File: src/rtl/date_key_ctrl.sv
// Date-set front end: synchronizes and debounces the mode/shift/add keys, sequences the
// year/month/day set states, and drives the date counter's enable/shift/add controls.
module date_key_ctrl #(
  parameter int unsigned DEB_TICKS = 4,
  parameter int unsigned RPT_DLY   = 8,
  parameter int unsigned RPT_PER   = 2,
  parameter int unsigned TIMEOUT   = 32
) (
  input  logic       clk,
  input  logic       rst_n,
  input  logic       tick,
  input  logic       key_mode,
  input  logic       key_shift,
  input  logic       key_add,
  output logic       set_date_en,
  output logic       set_date_shift,
  output logic       set_date_add,
  output logic [1:0] field
);

  localparam int unsigned DW = $clog2(DEB_TICKS + 1);
  localparam int unsigned RW = $clog2(RPT_DLY + 1);
  localparam int unsigned TW = $clog2(TIMEOUT + 1);

  localparam logic [DW-1:0] DebLast   = DW'(DEB_TICKS - 1);
  localparam logic [RW-1:0] RptLast   = RW'(RPT_DLY - 1);
  localparam logic [RW-1:0] RptReload = RW'(RPT_DLY - RPT_PER);
  localparam logic [TW-1:0] ToLast    = TW'(TIMEOUT - 1);

  localparam int KeyMode  = 0;
  localparam int KeyShift = 1;
  localparam int KeyAdd   = 2;

  typedef enum logic [1:0] {
    StIdle  = 2'd0,
    StYear  = 2'd1,
    StMonth = 2'd2,
    StDay   = 2'd3
  } state_e;

  logic [2:0]    w_keys;
  logic [2:0]    r_sync1, r_sync2;
  logic [2:0]    r_deb_lvl, w_deb_lvl_nxt;
  logic [2:0]    r_lvl_dly;
  logic [2:0]    w_press;
  logic [DW-1:0] r_deb_cnt     [3];
  logic [DW-1:0] w_deb_cnt_nxt [3];

  state_e        r_state, w_state_nxt;
  logic          r_shift, w_shift_nxt;
  logic          r_add, w_add_nxt;
  logic [TW-1:0] r_to_cnt, w_to_nxt;
  logic [RW-1:0] r_rpt_cnt, w_rpt_nxt;
  logic          r_rpt_arm, w_arm_nxt;
  logic          w_rpt_fire;

  assign w_keys = {key_add, key_shift, key_mode};

  always_ff @(posedge clk or negedge rst_n) begin
    if (!rst_n) begin
      r_sync1   <= '0;
      r_sync2   <= '0;
      r_deb_lvl <= '0;
      r_lvl_dly <= '0;
      for (int k = 0; k < 3; k++) r_deb_cnt[k] <= '0;
    end else begin
      r_sync1   <= w_keys;
      r_sync2   <= r_sync1;
      r_deb_lvl <= w_deb_lvl_nxt;
      r_lvl_dly <= r_deb_lvl;
      for (int k = 0; k < 3; k++) r_deb_cnt[k] <= w_deb_cnt_nxt[k];
    end
  end

  // A level flips only after DEB_TICKS consecutive disagreeing tick samples.
  always_comb begin
    w_deb_lvl_nxt = r_deb_lvl;
    for (int k = 0; k < 3; k++) begin
      w_deb_cnt_nxt[k] = r_deb_cnt[k];
      if (tick) begin
        if (r_sync2[k] != r_deb_lvl[k]) begin
          if (r_deb_cnt[k] == DebLast) begin
            w_deb_lvl_nxt[k] = ~r_deb_lvl[k];
            w_deb_cnt_nxt[k] = '0;
          end else begin
            w_deb_cnt_nxt[k] = r_deb_cnt[k] + DW'(1);
          end
        end else begin
          w_deb_cnt_nxt[k] = '0;
        end
      end
    end
  end

  assign w_press = r_deb_lvl & ~r_lvl_dly;

  always_ff @(posedge clk or negedge rst_n) begin
    if (!rst_n) begin
      r_state   <= StIdle;
      r_shift   <= 1'b0;
      r_add     <= 1'b0;
      r_to_cnt  <= '0;
      r_rpt_cnt <= '0;
      r_rpt_arm <= 1'b0;
    end else begin
      r_state   <= w_state_nxt;
      r_shift   <= w_shift_nxt;
      r_add     <= w_add_nxt;
      r_to_cnt  <= w_to_nxt;
      r_rpt_cnt <= w_rpt_nxt;
      r_rpt_arm <= w_arm_nxt;
    end
  end

  // Events are resolved mode > shift > add; lower ones in the same cycle are dropped.
  always_comb begin
    w_state_nxt = r_state;
    w_shift_nxt = 1'b0;
    w_add_nxt   = 1'b0;
    w_to_nxt    = r_to_cnt;
    w_rpt_nxt   = r_rpt_cnt;
    w_arm_nxt   = r_rpt_arm;
    w_rpt_fire  = 1'b0;
    if (r_state == StIdle) begin
      w_to_nxt  = '0;
      w_rpt_nxt = '0;
      w_arm_nxt = 1'b0;
      if (w_press[KeyMode]) w_state_nxt = StYear;
    end else if (w_press[KeyMode]) begin
      w_state_nxt = StIdle;
      w_to_nxt    = '0;
      w_rpt_nxt   = '0;
      w_arm_nxt   = 1'b0;
    end else if (w_press[KeyShift]) begin
      w_shift_nxt = 1'b1;
      w_to_nxt    = '0;
      w_rpt_nxt   = '0;
      w_arm_nxt   = 1'b0;
      case (r_state)
        StYear:  w_state_nxt = StMonth;
        StMonth: w_state_nxt = StDay;
        StDay:   w_state_nxt = StYear;
        default: w_state_nxt = StIdle;
      endcase
    end else if (w_press[KeyAdd]) begin
      w_add_nxt = 1'b1;
      w_to_nxt  = '0;
      w_rpt_nxt = '0;
      w_arm_nxt = 1'b1;
    end else begin
      if (r_rpt_arm && r_deb_lvl[KeyAdd]) begin
        if (tick) begin
          if (r_rpt_cnt == RptLast) begin
            w_rpt_fire = 1'b1;
            w_rpt_nxt  = RptReload;
          end else begin
            w_rpt_nxt = r_rpt_cnt + RW'(1);
          end
        end
      end else begin
        w_arm_nxt = 1'b0;
        w_rpt_nxt = '0;
      end
      if (w_rpt_fire) begin
        w_add_nxt = 1'b1;
        w_to_nxt  = '0;
      end else if (tick) begin
        if (r_to_cnt == ToLast) begin
          w_state_nxt = StIdle;
          w_to_nxt    = '0;
          w_rpt_nxt   = '0;
          w_arm_nxt   = 1'b0;
        end else begin
          w_to_nxt = r_to_cnt + TW'(1);
        end
      end
    end
  end

  assign field          = r_state;
  assign set_date_en    = (r_state != StIdle);
  assign set_date_shift = r_shift;
  assign set_date_add   = r_add;

endmodule

File: config.mk
export PLATFORM = sky130hd
export DESIGN_NAME = date_key_ctrl
export DESIGN_NICKNAME = d
export VERILOG_FILES = /design/src/rtl/date_key_ctrl.sv
export SDC_FILE = /design/constraint.sdc
export NUM_CORES = 1
export LEC_CHECK = 0
export ABC_CLOCK_PERIOD_IN_PS = 3400
export BUFFER_PORTS_ARGS = -buffer_cell sky130_fd_sc_hd__buf_2
export CORE_MARGIN = 1.5
export CORE_UTILIZATION = 53
export CTS_CLUSTER_DIAMETER = 200
export DETAILED_ROUTE_END_ITERATION = 10
export GPL_TIMING_DRIVEN = 0
export PLACE_DENSITY = 0.71
export SLEW_MARGIN = 20
export SYNTH_ARGS = -nofsm -noshare
export SYNTH_HDL_FRONTEND = slang
export SYNTH_SLANG_ARGS = --single-unit
File: constraint.sdc
create_clock -name clk -period 3.4 [get_ports clk]
set_input_delay 0.51 -clock clk [delete_from_list [all_inputs] [get_ports clk]]
set_output_delay 0.51 -clock clk [all_outputs]
set_load 0.01 [all_outputs]
==> summary.md <==
| Metric | Value |
|---|---|
| Share of layout cells above drive strength 1 | `16.5%` |
| Die area | `roughly 0.0035 mm2` |
| Clock slew at reported path FFs | `0.10 ns` |
| Max Root-Sink Buffers | `2` |
| Slew margin rel. | `48.4%` |
| Crit-path max FO | `7` |
| Die width | `59.1 um` |
| GP Congestion | `0.773` |
| Layout area overhead | `9.68%` |
| DRC violations left | `0` |
| WP data required | `3.67 ns` |
| CTS tree | `built` |
| CTS buffer count | `5` |
| Min setup slack post-route | `1.52 ns` |
| Tightest Pin Transition | `0.775 ns` |
| DP HPWL | `~2.1 mm` |
| Worst setup SP type | `flip-flop` |
| Total setup buffers inserted after CTS | `0` |
| Flops & latches, synth | `36` |
| Initial Util | `55.0%` |
| Worst setup path class | `reg2reg` |
| Post-CTS sizing | `0` |
| Io pins | `11` |
| Status | `complete, no violations` |
| Final Cell Area | `0.00183 mm2` |
| DRT iter0 DRCs | `44` |
| RSZ-0062 raised after global routing | `false` |
| Die Y | `between 50 and 60 um` |
| Via-to-Cell Ratio | `about 5.7` |
| Power Density | `roughly 690 mW/mm2` |
| Fmax | `around 530 MHz` |
| Fin. max-slew vios | `0` |
| Initial antenna violation count | `0` |
| Clock sink count | `36` |
| Reg2Reg Setup Slack | `1.52 ns` |
| Endpoints failing hold | `0` |
| CP Capture Type | `flip-flop` |
| Row Count | `20` |
| Routed len/inst | `approximately 14 um` |
| Syn. warnings | `0` |
| Ys async rst share | `100%` |
| Syn Inst Count | `153` |
| Total of max-cap violations | `0` |
| Final ANT Viol Nets | `0` |
| Cts hold-fix bufs | `0` |
| Final setup fails | `0` |
| Filler cells | `around 260` |
| CTS Root Cell | `clkbuf_4` |
| Worst-case hold slack | `0.233 ns` |
| Pleak | `0.835 nW` |
| Arrival @ worst endpoint | `2.15 ns` |
| Synth Cell Area | `0.00167 mm2` |
| Largest net degree at the start of global routing | `37` |
| Via count | `approximately 1200` |
| Post-Syn Nets | `167` |
| Pwr Total | `between 0.001 and 0.0015 W` |
| Most area-consuming cells after synthesis | `dfrtp_1, ha_1, mux2_2, nand3_1, o21ai_0` |
| Worst flop-to-flop path endpoint | `r_to_cnt[5]` |
| Pre-CTS setup slack | `between 1 and 1.5 ns` |
| Final period utilization | `a little under three fifths` |
| Average size of a mapped cell | `10.9 um2` |
| R2R depth | `7` |
| Nets | `183` |
| Peak supply drop | `0.439 mV` |
| Clk Latency, worst-skew pair | `0.34 ns` |
| Top cell type's share of synthesized area | `between 50% and 60%` |
| EDFF count, synth | `0` |
| DRT Pass-1 Iters | `4` |
| Tmin final | `1.88 ns` |
| Main synth FF type | `dfrtp_1` |
| Cell Area, Placed | `about 0.0018 mm2` |
| Number of distinct library cells after synthesis | `39` |
| First-pass GRT wire length | `5.35 mm` |
| Worst min-delay path category | `in2async` |
| Seq/Total Area, Yosys | `between 50% and 60%` |
| Routed WL | `2.91 mm` |
| Diodes inserted | `0` |
| Worst clock skew | `0.00588 ns` |
| Most frequent cells in the layout | `dfrtp_1, inv_1, buf_2, nand2_1` |
| FF-to-FF Start | `field[1]` |
| Sum Neg Setup Slack | `0 ns` |
| H-tree levels | `2` |
| Yosys top cell by area | `dfrtp_1` |
| Vias in the first global route | `1265` |
| Commonest non-fill, non-tap cell in the layout | `dfrtp_1` |
| Grt ovf | `0` |
| Core Area | `0.00303 mm2` |
| Total track usage | `between 20% and 30%` |
| IO Port Bufs | `9` |
-- power by group --
group	total, W	switching, W	internal [W]
Combinational	0.000414	0.000230	0.000185
Sequential	0.000618	0.0000895	0.000528
Clock	0.000237	0.000138	0.0000984
Total	0.00127	0.000458	0.000811
-- worst max-delay path by stage --
stage	start	slack, ns	depth (start not counted)	end
after floorplan	field[0]	1.64	7	r_to_cnt[5]
after global placement	tick	1.54	5	r_to_cnt[0]
after detailed placement	tick	1.45	6	field[1]
after CTS	field[0]	1.53	7	r_to_cnt[5]
after global routing	field[1]	1.38	7	r_rpt_cnt[0]
final	field[1]	1.52	7	r_to_cnt[5]
-- stage by stage --
stage	utilization (%)	std cells
2_1_floorplan	-	153
3_3_place_gp	58.3	206
3_5_place_dp	58.3	206
4_1_cts	60.4	214
5_1_grt	60.4	214
6_report	60.4	214
-- cells by family after synthesis --
kind of cell             after synthesis  synth area share, %
AO/OA/AOI/OAI                         29                 10.4
XOR/XNOR                               5                 2.63
adder cells (fa/ha/maj)                8                 6.01
buffers and inverters                 16                 4.13
flip-flops                            36                 54.1
multiplexers                           7                 4.65
AND/OR/NAND/NOR                       52                 18.1
-- Yosys cell counts, types with 4 or more instances --
master	count
a21boi_0	4
a21oi_1	8
dfrtp_1	36
ha_1	8
inv_1	10
mux2_2	6
nand2_1	10
nand3_1	9
nor2_1	6
o21ai_0	9
xor2_1	4
-- final cells by class --
| cell class | count | area [um2] | area share, % |
|---|---|---|---|
| repair buffers | 9 | 45.0 | 2.46 |
| inverters | 10 | 37.5 | 2.05 |
| plain buffers | 6 | 31.3 | 1.71 |
| well taps | 44 | 55.1 | 3.01 |
| flip-flops and latches | 36 | 901 | 49.3 |
| clock inverters | 2 | 10.0 | 0.548 |
| clock buffers | 6 | 51.3 | 2.81 |
| multi-input cells | 101 | 697 | 38.1 |
-- routing by layer --
layer	GRT usage (%)	up-vias	share of wire [%]
li1	-	578	-
met1	23.9	598	42
met2	35.2	29	51
met3	6.77	11	4.2
met4	10.7	0	2.8
met5	0	-	0
-- state kept, by name (all words and copies together), names as in the netlist --
register        cells
field               2
r_deb_cnt           9
r_deb_lvl           3
r_lvl_dly           3
r_rpt_arm           1
r_rpt_cnt           4
r_sync1             3
r_sync2             3
r_to_cnt            6
set_date_add        1
set_date_shift      1
-- critical path, cell delays in order (launching register included) --
cell and delay (ns):
dfrtp_1 0.46, inv_1 0.10, ha_1 0.24, nor2_1 0.06, and4_4 0.19, buf_6 0.12
or4_1 0.49, a21oi_1 0.15
(Power assumes the default switching activity.)
